## config.mk

```make
export PLATFORM = sky130hd
export DESIGN_NAME = mtimer
export DESIGN_NICKNAME = d
export VERILOG_FILES = /design/src/rtl/mtimer_pkg.sv /design/src/rtl/mtimer_prescaler.sv /design/src/rtl/mtimer.sv
export SDC_FILE = /design/constraint.sdc
export NUM_CORES = 1
export LEC_CHECK = 0
export ABC_AREA = 1
export CORE_AREA = 4 4 234 236
export DETAILED_ROUTE_END_ITERATION = 10
export DIE_AREA = 0 0 238 240
export GPL_ROUTABILITY_DRIVEN = 1
export PLACE_DENSITY_LB_ADDON = 0.2
export REMOVE_ABC_BUFFERS = 1
export SETUP_SLACK_MARGIN = 0.05
export SLEW_MARGIN = 5
export SYNTH_ARGS = -nofsm -noshare
export SYNTH_HDL_FRONTEND = slang
export SYNTH_SLANG_ARGS = --single-unit
```

## constraint.sdc

```tcl
create_clock -name clk -period 20.6 [get_ports clk]
set_input_delay 6.18 -clock clk [delete_from_list [all_inputs] [get_ports clk]]
set_output_delay 6.18 -clock clk [all_outputs]
set_load 0.01 [all_outputs]
```

## src/rtl/mtimer_pkg.sv

```systemverilog
// Shared definitions for the memory-mapped machine timer: register selects,
// CTRL bit positions, reset values and the byte-lane merge helper.
package mtimer_pkg;

  // Register select is bus_addr[4:2]; bus_addr[5] set means unmapped
  typedef enum logic [2:0] {
    REG_MTIME_LO    = 3'd0,
    REG_MTIME_HI    = 3'd1,
    REG_MTIMECMP_LO = 3'd2,
    REG_MTIMECMP_HI = 3'd3,
    REG_CTRL        = 3'd4,
    REG_PRESCALE    = 3'd5,
    REG_MTIME_SNAP  = 3'd6,
    REG_NONE        = 3'd7
  } reg_e;

  localparam int unsigned CTRL_EN_BIT  = 0;
  localparam logic [63:0] MTIMECMP_RST = 64'hFFFF_FFFF_FFFF_FFFF;
  localparam logic [15:0] PRESCALE_RST = 16'h0000;

  function automatic logic [31:0] apply_be(input logic [31:0] old,
                                           input logic [31:0] wdata,
                                           input logic [3:0]  be);
    logic [31:0] r;
    r = old;
    for (int unsigned i = 0; i < 4; i++) begin
      if (be[i]) r[i*8 +: 8] = wdata[i*8 +: 8];
    end
    return r;
  endfunction

endpackage

```

## src/rtl/mtimer_prescaler.sv

```systemverilog
// Free-running prescale counter: one tick every prescale+1 enabled cycles.
module mtimer_prescaler (
  input  logic        clk,
  input  logic        rst,
  input  logic        en,
  input  logic        clr,
  input  logic [15:0] prescale,
  output logic        tick
);

  logic [15:0] pcnt;

  assign tick = en && (pcnt == prescale);

  always_ff @(posedge clk or posedge rst) begin
    if (rst) begin
      pcnt <= '0;
    end else if (clr || tick) begin
      pcnt <= '0;
    end else if (en) begin
      pcnt <= pcnt + 16'd1;
    end
  end

endmodule

```

## src/rtl/mtimer.sv

```systemverilog
// RISC-V machine timer on the data bus: 64-bit mtime/mtimecmp, prescaler,
// tear-free high-word snapshot and a registered timer interrupt level.
module mtimer
  import mtimer_pkg::*;
#(
  parameter logic [31:0] BASE_ADDR = 32'hFFFF_FF00,
  parameter int unsigned XLEN      = 32
) (
  input  logic              clk,
  input  logic              rst,
  input  logic [XLEN-1:0]   bus_addr,
  input  logic              bus_rd,
  input  logic              bus_wr,
  input  logic [XLEN/8-1:0] bus_be,
  input  logic [XLEN-1:0]   bus_wdata,
  output logic [XLEN-1:0]   bus_rdata,
  output logic              bus_hit,
  output logic              bus_fault,
  output logic              timer
);

  logic [63:0] mtime;
  logic [63:0] mtimecmp;
  logic        en;
  logic [15:0] prescale;
  logic [31:0] snap;
  logic        tick;
  logic [31:0] rdata_nx;
  reg_e        sel;
  logic        mapped;
  logic        wr_ok;
  logic        rd_ok;

  assign sel       = reg_e'(bus_addr[4:2]);
  assign bus_hit   = (bus_addr[31:6] == BASE_ADDR[31:6]);
  assign mapped    = !bus_addr[5] && (sel != REG_NONE) && (bus_addr[1:0] == 2'b00);
  assign bus_fault = bus_hit && !mapped;
  assign wr_ok     = bus_wr && bus_hit && mapped;
  assign rd_ok     = bus_rd && bus_hit;

  mtimer_prescaler u_prescaler (
    .clk      (clk),
    .rst      (rst),
    .en       (en),
    .clr      (wr_ok && (sel == REG_PRESCALE)),
    .prescale (prescale),
    .tick     (tick)
  );

  always_comb begin
    rdata_nx = '0;
    if (mapped) begin
      case (sel)
        REG_MTIME_LO:    rdata_nx = mtime[31:0];
        REG_MTIME_HI:    rdata_nx = mtime[63:32];
        REG_MTIMECMP_LO: rdata_nx = mtimecmp[31:0];
        REG_MTIMECMP_HI: rdata_nx = mtimecmp[63:32];
        REG_CTRL:        rdata_nx[CTRL_EN_BIT] = en;
        REG_PRESCALE:    rdata_nx[15:0] = prescale;
        REG_MTIME_SNAP:  rdata_nx = snap;
        default:         rdata_nx = '0;
      endcase
    end
  end

  always_ff @(posedge clk or posedge rst) begin
    if (rst) begin
      mtime     <= '0;
      mtimecmp  <= MTIMECMP_RST;
      en        <= 1'b1;
      prescale  <= PRESCALE_RST;
      snap      <= '0;
      bus_rdata <= '0;
      timer     <= 1'b0;
    end else begin
      // A write to either mtime half suppresses the tick for the whole 64 bits
      if (wr_ok && (sel == REG_MTIME_LO)) begin
        mtime[31:0] <= apply_be(mtime[31:0], bus_wdata, bus_be);
      end else if (wr_ok && (sel == REG_MTIME_HI)) begin
        mtime[63:32] <= apply_be(mtime[63:32], bus_wdata, bus_be);
      end else if (tick) begin
        mtime <= mtime + 64'd1;
      end

      if (wr_ok) begin
        case (sel)
          REG_MTIMECMP_LO: mtimecmp[31:0]  <= apply_be(mtimecmp[31:0], bus_wdata, bus_be);
          REG_MTIMECMP_HI: mtimecmp[63:32] <= apply_be(mtimecmp[63:32], bus_wdata, bus_be);
          REG_CTRL: begin
            if (bus_be[0]) en <= bus_wdata[CTRL_EN_BIT];
          end
          REG_PRESCALE: begin
            if (bus_be[0]) prescale[7:0]  <= bus_wdata[7:0];
            if (bus_be[1]) prescale[15:8] <= bus_wdata[15:8];
          end
          default: ;
        endcase
      end

      if (rd_ok) begin
        bus_rdata <= rdata_nx;
        if (mapped && (sel == REG_MTIME_LO)) snap <= mtime[63:32];
      end

      timer <= en && (mtime >= mtimecmp);
    end
  end

endmodule

```

==> run metrics <==
status=finished clean; maxcap violations=0; TritonCTS clock tree=built; Fill cells=5,650; Post-Synth Adder-Cell Area=0.05271; post-synthesis sequential area ratio=0.3662; final period utilization=0.6816; fraction of layout cells with a size suffix above 1=0.06550; Synth top area share=0.2571; DIE WIDTH=238 um; Mean Syn Cell Area=6.550 um2; RSZ-0062 raised after global routing=false; dpl cells=3,140; Synth top cells by count=843 x nand2_1, 342 x nor2_1, 313 x inv_1; synthesized area=15,670 um2; TNS Setup=0 ns; number of CTS-inserted buffers=28; # hold bufs at CTS=0; LEAKAGE=8.437 nW; area leader, netlist=dfrtp_1; Nets=2,620; antenna-violating nets left=0; #FFs+latches synth=226; die height=240 um; Synth Flop Type=dfrtp_1; Distinct cells, synth=38; ANT cells=0; Worst Path Required=14.42 ns; global-route wire length before repair=91.95 mm; crit-path cells=clkdlybuf4s50_1, nor2_1, nand3_1, nor2_1, nand2_1, nor2_1, clkdlybuf4s50_1; fin crit period=14.04 ns; Critical Path Sink Type=output port; via count=15.69k; vias per cell=4.914; largest family of logic cells by synthesized area=simple AND/OR/NAND/NOR gates; Rel. slew slack=0.3234; mux contribution to synthesized area=0; vias in the first global route=15.29k; CP Max Fanout=4; GRT overflow=0; most common cell in the synthesized netlist=nand2_1; Compound-Gate Fraction of Synth Area=0.1160; min-delay src=bus_rdata[0]; clk sinks=226; Final setup violation count=0; initial DRC count=1,190; initial antenna violation count=0; post-synthesis xor/xnor area fraction=0.01174; Clock Path Buffers=3; DR WL/cell=18.83 um; crit path DAT=7.86 ns; Max rail drop VDD=0.00006622 V; I/O pin count=107; non-filler cells, final=3,192; pwr/cell area=53.33 nW/um2; GRT Overall Usage=0.2067; CTS resizes=0; largest net degree at the start of global routing=91; drt total wl=60.12 mm; Synth Area in Simple Gates=0.3591; hpwl dp=45.61 mm; Tightest Hold Check Type=reg -> reg; slowest CP cell=clkdlybuf4s50_1; # H-tree levels=1; Post-CTS Setup Inserts=0; RD Place Congestion=0.9474; CTS root buf=clkbuf_16; Area contributors post-synth=dfrtp_1 26%, nand2_1 20%, dfstp_2 11%; Core Rows=84; Fin. Hold Viols=0; yosys warns=0; max incr delay on CP=0.55 ns; Slew Viols, Final=0; ys async rst share=1.000; Post-route DRC=0; crit path from=bus_addr[7]; Core Area=52,450 um2; CP Launch Type=input pin; Tightest Pin Transition=1.011 ns; die area=57,120 um2; Fmax achieved=71.22 MHz; insertion delay to the later sink of the worst-skew pair=0.57 ns; critical path class=in -> out; PortBufs=106; clk_skew=0.01823 ns; FF-to-FF Start=mtime[0]; Pre-antenna DRT Iters=5; number of synthesized flops with an enable pin=0; initial core utilization=0.2987; Worst path most repeated cell=nor2_1; Worst-path clk slew=0.06 ns; P&R area growth vs syn=16.90%; Post-Synthesis Cells=2,392
-- layout by cell type (no fill, tap or decap), drive strengths merged, types with 3 or more instances in the layout --
cell / instances
nand2: 847
nor2: 351
inv: 322
o21ai: 219
dfrtp: 161
clkdlybuf4s50: 106
nand3: 95
ha: 66
dfstp: 65
o22ai: 50
clkbuf: 43
a21oi: 42
nand4: 36
nor3: 27
xor2: 20
a211oi: 16
buf: 12
clkinv: 8
o21a: 4
nor3b: 3
-- where the power goes --
group	total, mW	internal [mW]	switching [mW]
logic	0.0478	0.0155	0.0323
registers	0.445	0.445	0.0000498
clock network	0.484	0.279	0.206
-- sequential cells by signal, indices dropped and copies added (netlist names) --
register,flops
timer,1
snap,32
u_prescaler.pcnt,16
en,1
prescale,16
bus_rdata,32
mtime,64
mtimecmp,64
-- cell type report --
type / count / area (um2) / area share
Clock buffer: 43 / 838.3 / 0.04577
Clock inverter: 9 / 50.05 / 0.002733
Inverter: 323 / 1221 / 0.06668
Multi-Input combinational cell: 1785 / 8457 / 0.4617
Sequential cell: 226 / 5737 / 0.3132
Tap cell: 688 / 860.8 / 0.04700
Timing Repair Buffer: 118 / 1151 / 0.06285
-- kinds of logic after synthesis --
logic type               count (synthesis)
AO/OA/AOI/OAI                          336
AND/OR/NAND/NOR                       1362
buffers and inverters                  381
flip-flops                             226
XOR/XNOR                                21
adder cells (fa/ha/maj)                 66
-- critical path, delay by kind of cell --
kind	cells	cell delay, ns
buf+inv	2	0.97
simple gates	5	0.70
-- per-stage QoR --
| step | instance area [um2] | hold slack (ns) | total power, mW | utilization | worst slack, ns |
|---|---|---|---|---|---|
| 2_1_floorplan | 15400 | 0.4533 | 0.4695 | - | 7.588 |
| 5_1_grt | 18320 | 0.4979 | 1.011 | 0.3492 | 6.401 |
| 3_5_place_dp | 17430 | 0.4660 | 0.5007 | 0.3323 | 6.554 |
| 6_report | 18320 | 0.4754 | 0.9768 | 0.3492 | 6.560 |
| 4_1_cts | 18320 | 0.4815 | 0.9900 | 0.3492 | 6.549 |
| 3_3_place_gp | 17430 | 0.4679 | 0.5006 | 0.3323 | 6.554 |
-- per-layer routing --
layer / up-vias / GRT usage / wire, um
li1: 7743 / - / -
met1: 7454 / 0.2862 / 27680
met2: 417 / 0.3439 / 27640
met3: 71 / 0.02719 / 3390
met4: 0 / 0.05224 / 1406
met5: - / 0 / 0
-- path summary, 6_finish.rpt --
check	cells after the start	endpoint	slack (ns)
min in group asynchronous	2	bus_rdata[17]	6.10
worst max register to register	11	mtime[16]	17.88
worst min-delay path	2	bus_rdata[0]	0.48
worst max-delay path	7	bus_fault	6.56
worst min register to register	2	bus_rdata[0]	0.48
max in group asynchronous	4	u_prescaler.pcnt[9]	12.20
Note: power is estimated with default switching activity, not from simulation.
